## src/rtl/alu_operand_select.sv

```systemverilog
// ALU operand-B selector: picks one of NUM_SRC packed sources per transaction
// and registers it behind a valid/ready handshake. A 2-entry skid buffer
// (main register M plus skid register S) sustains one transaction per cycle
// while in_ready stays a flop output.
// Optional feature macro: ALU_OPSEL_XFORM_EN adds the xform[1:0] port and
// applies a pass/sign-extend/zero-extend/shift-by-2 transform before capture.
module alu_operand_select #(
  parameter int unsigned DATA_W  = 32,
  parameter int unsigned NUM_SRC = 4,
  localparam int unsigned SEL_W  = $clog2(NUM_SRC)
) (
  input  logic                      clk,
  input  logic                      reset,
  input  logic                      in_valid,
  output logic                      in_ready,
  input  logic [SEL_W-1:0]          sel,
  input  logic [NUM_SRC*DATA_W-1:0] src_bus,
`ifdef ALU_OPSEL_XFORM_EN
  input  logic [1:0]                xform,
`endif
  output logic                      out_valid,
  input  logic                      out_ready,
  output logic [DATA_W-1:0]         out_data,
  output logic                      out_err
);

  typedef enum logic [1:0] {
    EMPTY = 2'd0,
    ONE   = 2'd1,
    TWO   = 2'd2
  } state_t;

  state_t              state_q;
  state_t              state_d;
  logic                acc;
  logic                cmp;
  logic                load_m_in;
  logic                load_m_s;
  logic                load_s;
  logic [DATA_W-1:0]   sel_word;
  logic                sel_bad;
  logic [DATA_W-1:0]   cap_word;
  logic [DATA_W-1:0]   s_data;
  logic                s_err;

  // Source mux; an out-of-range index yields zero data and flags an error.
  always_comb begin
    sel_word = '0;
    sel_bad  = 1'b1;
    for (int unsigned k = 0; k < NUM_SRC; k++) begin
      if (sel == SEL_W'(k)) begin
        sel_word = src_bus[k*DATA_W +: DATA_W];
        sel_bad  = 1'b0;
      end
    end
  end

`ifdef ALU_OPSEL_XFORM_EN
  // Operand transform; every transform of the zero word from a bad select is zero.
  always_comb begin
    cap_word = sel_word;
    case (xform)
      2'b01:   cap_word = {{(DATA_W-16){sel_word[15]}}, sel_word[15:0]};
      2'b10:   cap_word = {{(DATA_W-16){1'b0}}, sel_word[15:0]};
      2'b11:   cap_word = {sel_word[DATA_W-3:0], 2'b00};
      default: cap_word = sel_word;
    endcase
  end
`else
  // Without the transform the selected word is captured unmodified.
  always_comb begin
    cap_word = sel_word;
  end
`endif

  // Occupancy state register.
  always_ff @(posedge clk or negedge reset) begin
    if (!reset) begin
      state_q <= EMPTY;
    end else begin
      state_q <= state_d;
    end
  end

  // Next-state and storage load decode from accept/complete.
  always_comb begin
    state_d   = state_q;
    load_m_in = 1'b0;
    load_m_s  = 1'b0;
    load_s    = 1'b0;
    acc       = in_valid & in_ready;
    cmp       = out_valid & out_ready;
    case (state_q)
      EMPTY: begin
        if (acc) begin
          state_d   = ONE;
          load_m_in = 1'b1;
        end
      end
      ONE: begin
        if (acc && !cmp) begin
          state_d = TWO;
          load_s  = 1'b1;
        end else if (acc && cmp) begin
          load_m_in = 1'b1;
        end else if (cmp) begin
          state_d = EMPTY;
        end
      end
      TWO: begin
        if (cmp) begin
          state_d  = ONE;
          load_m_s = 1'b1;
        end
      end
      default: state_d = EMPTY;
    endcase
  end

  // Handshake flags registered from next state so neither depends on out_ready combinationally.
  always_ff @(posedge clk or negedge reset) begin
    if (!reset) begin
      in_ready  <= 1'b1;
      out_valid <= 1'b0;
    end else begin
      in_ready  <= (state_d != TWO);
      out_valid <= (state_d != EMPTY);
    end
  end

  // Main and skid storage; M refills from input or from S, holding otherwise.
  always_ff @(posedge clk or negedge reset) begin
    if (!reset) begin
      out_data <= '0;
      out_err  <= 1'b0;
      s_data   <= '0;
      s_err    <= 1'b0;
    end else begin
      if (load_m_in) begin
        out_data <= cap_word;
        out_err  <= sel_bad;
      end else if (load_m_s) begin
        out_data <= s_data;
        out_err  <= s_err;
      end
      if (load_s) begin
        s_data <= cap_word;
        s_err  <= sel_bad;
      end
    end
  end

endmodule
```

## config.mk

```make
export PLATFORM = sky130hd
export DESIGN_NAME = alu_operand_select
export DESIGN_NICKNAME = d
export VERILOG_FILES = /design/src/rtl/alu_operand_select.sv
export SDC_FILE = /design/constraint.sdc
export NUM_CORES = 1
export LEC_CHECK = 0
export CORE_AREA = 2 2 116 106
export CTS_CLUSTER_DIAMETER = 40
export CTS_CLUSTER_SIZE = 25
export DETAILED_ROUTE_END_ITERATION = 12
export DIE_AREA = 0 0 118 108
export DONT_BUFFER_PORTS = 1
export REMOVE_ABC_BUFFERS = 1
export SLEW_MARGIN = 20
export SYNTH_ARGS = -nofsm -noshare
export SYNTH_HDL_FRONTEND = slang
export SYNTH_SLANG_ARGS = --single-unit
```

## constraint.sdc

```tcl
create_clock -name clk -period 3.5 [get_ports clk]
set_input_delay 1.05 -clock clk [delete_from_list [all_inputs] [get_ports clk]]
set_output_delay 1.05 -clock clk [all_outputs]
set_load 0.01 [all_outputs]
```

# ---- After elaboration in Yosys (flattened, before gate mapping)
# Index checks and enable logic that the tools add are counted.
dict set report totals {
  output_inout_bits 35
  word_cells 48
  register_bits 70
}
dict set report classes {
  reduce_logical 7
  bitwise_logic 2
  n_eq_ne 6
  n_mux 26
}
# cell count
set op_table {}
lappend op_table {{$mux W32} 6}
lappend op_table {{$mux W1} 13}
lappend op_table {{$mux W2} 5}
lappend op_table {{$eq A2 B2 Y1 const B} 3}
lappend op_table {{$pmux W2 S3} 1}
lappend op_table {{$eq A2 B1 Y1 const B} 2}
lappend op_table {{$logic_not A2 Y1} 2}
lappend op_table {{$reduce_bool A2 Y1} 2}
lappend op_table {{$and A1 B1 Y1} 2}
lappend op_table {{$logic_and A1 B1 Y1} 2}
lappend op_table {{$ne A2 B2 Y1 const B} 1}
lappend op_table {{$pmux W1 S2} 1}
lappend op_table {{$logic_not A1 Y1} 1}

# ---- Longest topological paths before layout
dict set report logic_depth {
  word_depth 6
  depth_mapped 6
}

# ---- Worst setup path before layout
# No wires, ideal clock.
dict set report synth_path {
  path_type {input port to flip-flop}
  startpoint {in sel[0]}
  endpoint {reg s_data[30]}
  setup_time_ns 0.125
  t_required_ns 3.375
  t_arrival_ns 2.223
  path_buffers 3
  stages 5
  setup_slack_ns 1.152
  path_cell_list {buf_6 -> buf_8 -> buf_6 -> mux4_2 -> mux2_2}
}
dict set report synth_via {
  elab_chain_cells 5
}
# item line_no
set synth_rtl {}
lappend synth_rtl {{start: declaration} 16} ;# input logic [SEL_W-1:0] sel,
lappend synth_rtl {{$logic_not A2 Y1} 51} ;# if (sel == SEL_W'(k)) begin
lappend synth_rtl {{$mux W32 (3 in series)} 51}
lappend synth_rtl {{$mux W32 (*)} 51}
lappend synth_rtl {{end signal: assignment} 147} ;# s_data <= cap_word;
lappend synth_rtl {{end: declaration} 43} ;# logic [DATA_W-1:0] s_data;
# Every way passes the cells marked *; elsewhere a longest branch is shown, timed or not.
# A chain may end at the register's enable or synchronous reset.

# ---- Worst setup path after layout
dict set report layout_path {
  startpoint {in out_ready}
  endpoint {reg out_data[30]}
}
dict set report layout_via {
  elab_chain_cells 6
}
# item line_no
set layout_rtl {}
lappend layout_rtl {{start: declaration} 22} ;# input logic out_ready,
lappend layout_rtl {{$and A1 B1 Y1 (*)} 92} ;# cmp = out_valid & out_ready;
lappend layout_rtl {{$logic_and A1 B1 Y1 or $logic_not A1 Y1 (tied branches)} {104, 101}}
lappend layout_rtl {{$mux W1 or $logic_and A1 B1 Y1 (tied branches)} {104, 101}}
lappend layout_rtl {{$mux W1} 101} ;# if (acc && !cmp) begin
lappend layout_rtl {{$pmux W1 S2} 93} ;# case (state_q)
lappend layout_rtl {{$mux W32 or $reduce_bool A2 Y1 (tied branches)} --}
lappend layout_rtl {{end signal: assignment} 140} ;# out_data <= cap_word;
lappend layout_rtl {{end signal: assignment} 143} ;# out_data <= s_data;
lappend layout_rtl {{end: declaration} 23} ;# output logic [DATA_W-1:0] out_data,
# Marked as above.

==> qor.log <==
qor: status.status completed
qor: global_route.grt_first_pass_wirelength 15970 um
qor: yosys.synth.yosys.warnings 0
qor: cells_and_area.top_library_cells_by_usage_in_the_layout_fill_and_taps_aside 69 x dfrtp_1, 33 x mux2_2, 22 x o21ai_0
qor: cells_and_area.finish.cell_count_without_fillers 449
qor: clock_network.tritoncts built
qor: sta.timing.final.crit_share 0.6337
qor: clock_network.cts_made_buffers 9
qor: drt.detail-route-antenna-nets 0
qor: clock_network.cts_buffer_depth 2
qor: yosys.number_of_distinct_library_cells_after_synthesis 32
qor: sta.setup_viol 0
qor: clock_network.post_cts.resized_instances 0
qor: pwr.power_switching_share 0.3770
qor: cells_and_area.area_delta_synth_final 8.833%
qor: clock_network.clock_latency 320 ps
qor: yosys.synth_mux_area_frac 0.3085
qor: yosys.synth_fa_ha_area_frac 0
qor: die.core_area 11430 um2
qor: cells_and_area.final_layout_size_suffix_gt1_frac 0.2887
qor: pwr.net-switching-power 1392 uW
qor: cells_and_area.layout_commonest_cell dfrtp_1
qor: die.full_die_area 12740 um2
qor: place.placement.cell_area 4026 um2
qor: clock_network.maximum_level_of_the_cts_h_tree 3
qor: place.io_buffer_count 0
qor: sta.slew_headroom 0.5446
qor: sta.clock_skew_after_layout 5.493 ps
qor: clock_network.clkTransAtPathRegs 60 ps
qor: cells_and_area.final_util 0.3775
qor: yosys.yosys_register_bits 70
qor: die.floorplan.io_pins 169
qor: worst_setup_path.cp_max_fo 24
qor: die.core.rowCount 37
qor: cells_and_area.fin_nets 420
qor: place.place.detailed.instances 431
qor: sta.grt_setup_unrepaired false
qor: yosys.synth_compound_area_frac 0.1401
qor: flow_run.maxcap_viol_count 0
qor: yosys.avgSynthCellArea 13.00 um2
qor: worst_setup_path.worstSetupEndpointType flop
qor: worst_setup_path.critPathArrivalTime 2380 ps
qor: cells_and_area.postLayoutCellArea 4317 um2
qor: global_route.number_of_antenna_violations_at_the_first_check_in_global_routing 3
qor: drt.detailedRoute.firstIterationViolations 215
qor: global_route.overall_fraction_of_global_route_tracks_in_use 0.1656
qor: yosys.synth_top_family_by_area multiplexers
qor: drt.totalWireLength 10400 um
qor: die.initial_utilization 0.3469
qor: sta.final_period_minus_worst_setup_slack 2218 ps
qor: sta.finalHoldViolCount 0
qor: yosys.syn-instance-count 305
qor: pwr.share_of_total_power_in_the_clock_network 0.231
qor: yosys.yosysSeqAreaShare 0.4420
qor: pwr.ir_worst_vdd 0.3827 mV
qor: worst_setup_path.worstSetupPathType input pin to flop
qor: worst_setup_path.timing.critical_path.required 3670 ps
qor: worst_setup_path.cp-start-kind input pin
qor: clock_network.clk_root_buffer_cell clkbuf_16
qor: pwr.fraction_of_power_consumed_by_sequential_logic 0.435
qor: pwr.power.leakage 0.001602 uW
qor: die.die-height 108 um
qor: place.dpl.hpwl 6955 um
qor: place.finalWeightedCongestion 0.6703
qor: die.dieWidth 118 um
qor: drt.route.detailed.wl_per_inst 23.16 um
qor: yosys.synth-simple-area-share 0.05994
qor: yosys.xor_xnor_fraction_of_synth_area 0
qor: sta.timing_max_transition_violations_final 0
qor: drt.dr.pass1.iters 4
qor: drt.num_vias 2734
qor: pwr.p_int 2300 uW
qor: min_path.type_of_the_worst_min_delay_path input pin to async pin
qor: pwr.cellPowerDensity 855.2 nW/um2
qor: clock_network.cts_num_sinks 70
qor: clock_network.cts_setup_buffers 0
qor: yosys.syn_area 3966 um2
qor: sta.worstMarginPinSlew 683.1 ps
qor: global_route.grt.overflow.total 0
qor: drt.drc 0
qor: cells_and_area.fillers 1117
qor: sta.whs 416.0 ps
qor: drt.vias_per_cell 6.089
qor: pwr.power_frac_comb 0.334
qor: global_route.grt_pass1_vias 2780
qor: global_route.maximum_number_of_pins_on_one_net_before_global_route_repair 71
qor: clock_network.postCtsHoldBufs 0
qor: sta.top_achievable_clock_speed 450.9 MHz
-- worst paths after layout --
check                           from           end  slack [ps]  cells after the start
max                        out_ready  out_data[30]        1280                      3
min                            reset    s_data[25]         420                      0
max reg2reg                 in_ready  out_data[30]        1390                      3
min reg2reg                    s_err         s_err         490                      1
max in group asynchronous      reset      in_ready        2900                      0
min in group clk               s_err         s_err         490                      1
-- critical path, cell delays in order --
cell and delay, ps:
and4b_2 530, a211o_1 620, a31oi_1 180
-- logic make-up after synthesis --
group	Yosys count
compound gates	82
mux	74
flops	70
simple gates	43
buf+inv	36
-- layer usage --
metal  global-route usage  part of all wire
met5                    0            0.0020
met4              0.03098            0.0077
met3              0.07911             0.097
met2               0.2650              0.47
met1               0.2077              0.42
-- cell usage after synthesis (all sizes together) --
cell type / number / share of area
a2111oi: 20 / 0.044
a211o: 1 / 0.0022
a211oi: 1 / 0.0032
a21bo: 1 / 0.0025
a21boi: 1 / 0.0019
a21oi: 10 / 0.013
a221o: 4 / 0.010
a31oi: 20 / 0.032
and2: 2 / 0.0032
and3: 4 / 0.0063
and3b: 1 / 0.0022
and4b: 1 / 0.0025
and4bb: 1 / 0.0032
buf: 17 / 0.032
clkbuf: 19 / 0.018
dfrtp: 69 / 0.44
dfstp: 1 / 0.0066
mux2: 33 / 0.094
mux2i: 9 / 0.023
mux4: 32 / 0.19
nand2: 4 / 0.0038
nand2b: 1 / 0.0016
nand3: 20 / 0.025
nand3b: 1 / 0.0019
nor3: 8 / 0.010
o21a: 1 / 0.0019
o21ai: 22 / 0.028
o2bb2ai: 1 / 0.0022
-- sequential cells by signal (all words and copies together), names as in the netlist --
signal     count
out_data      32
s_data        32
state_q        2
in_ready       1
out_err        1
out_valid      1
s_err          1
-- power by group through the flow --
stage	sequential, uW	clock [uW]	combinational [uW]
2_1_floorplan	1490	0	946
3_3_place_gp	1610	0	1190
3_5_place_dp	1620	0	1230
4_1_cts	1610	877	1240
5_1_grt	1660	909	1380
6_report	1610	853	1230
-- final cells by class --
type	count	area, um2	area share
Tap cell	156	195.2	0.04522
Multi-Input combinational cell	199	2033	0.4710
Antenna cell	2	5.005	0.001159
Clock buffer	10	239.0	0.05536
Timing Repair Buffer	6	45.04	0.01043
Clock inverter	6	46.29	0.01072
Sequential cell	70	1753	0.4061
-- metrics by stage --
step / power (uW) / worst slack (ps) / TNS (ps)
after global placement: 2798 / 1059 / 0
final: 3692 / 1282 / 0
after floorplan: 2437 / -743.1 / -25340
after detailed placement: 2856 / 1001 / 0
after CTS: 3724 / 1333 / 0
after global routing: 3945 / 1202 / 0
No activity file was read; power rests on OpenSTA's default activity.
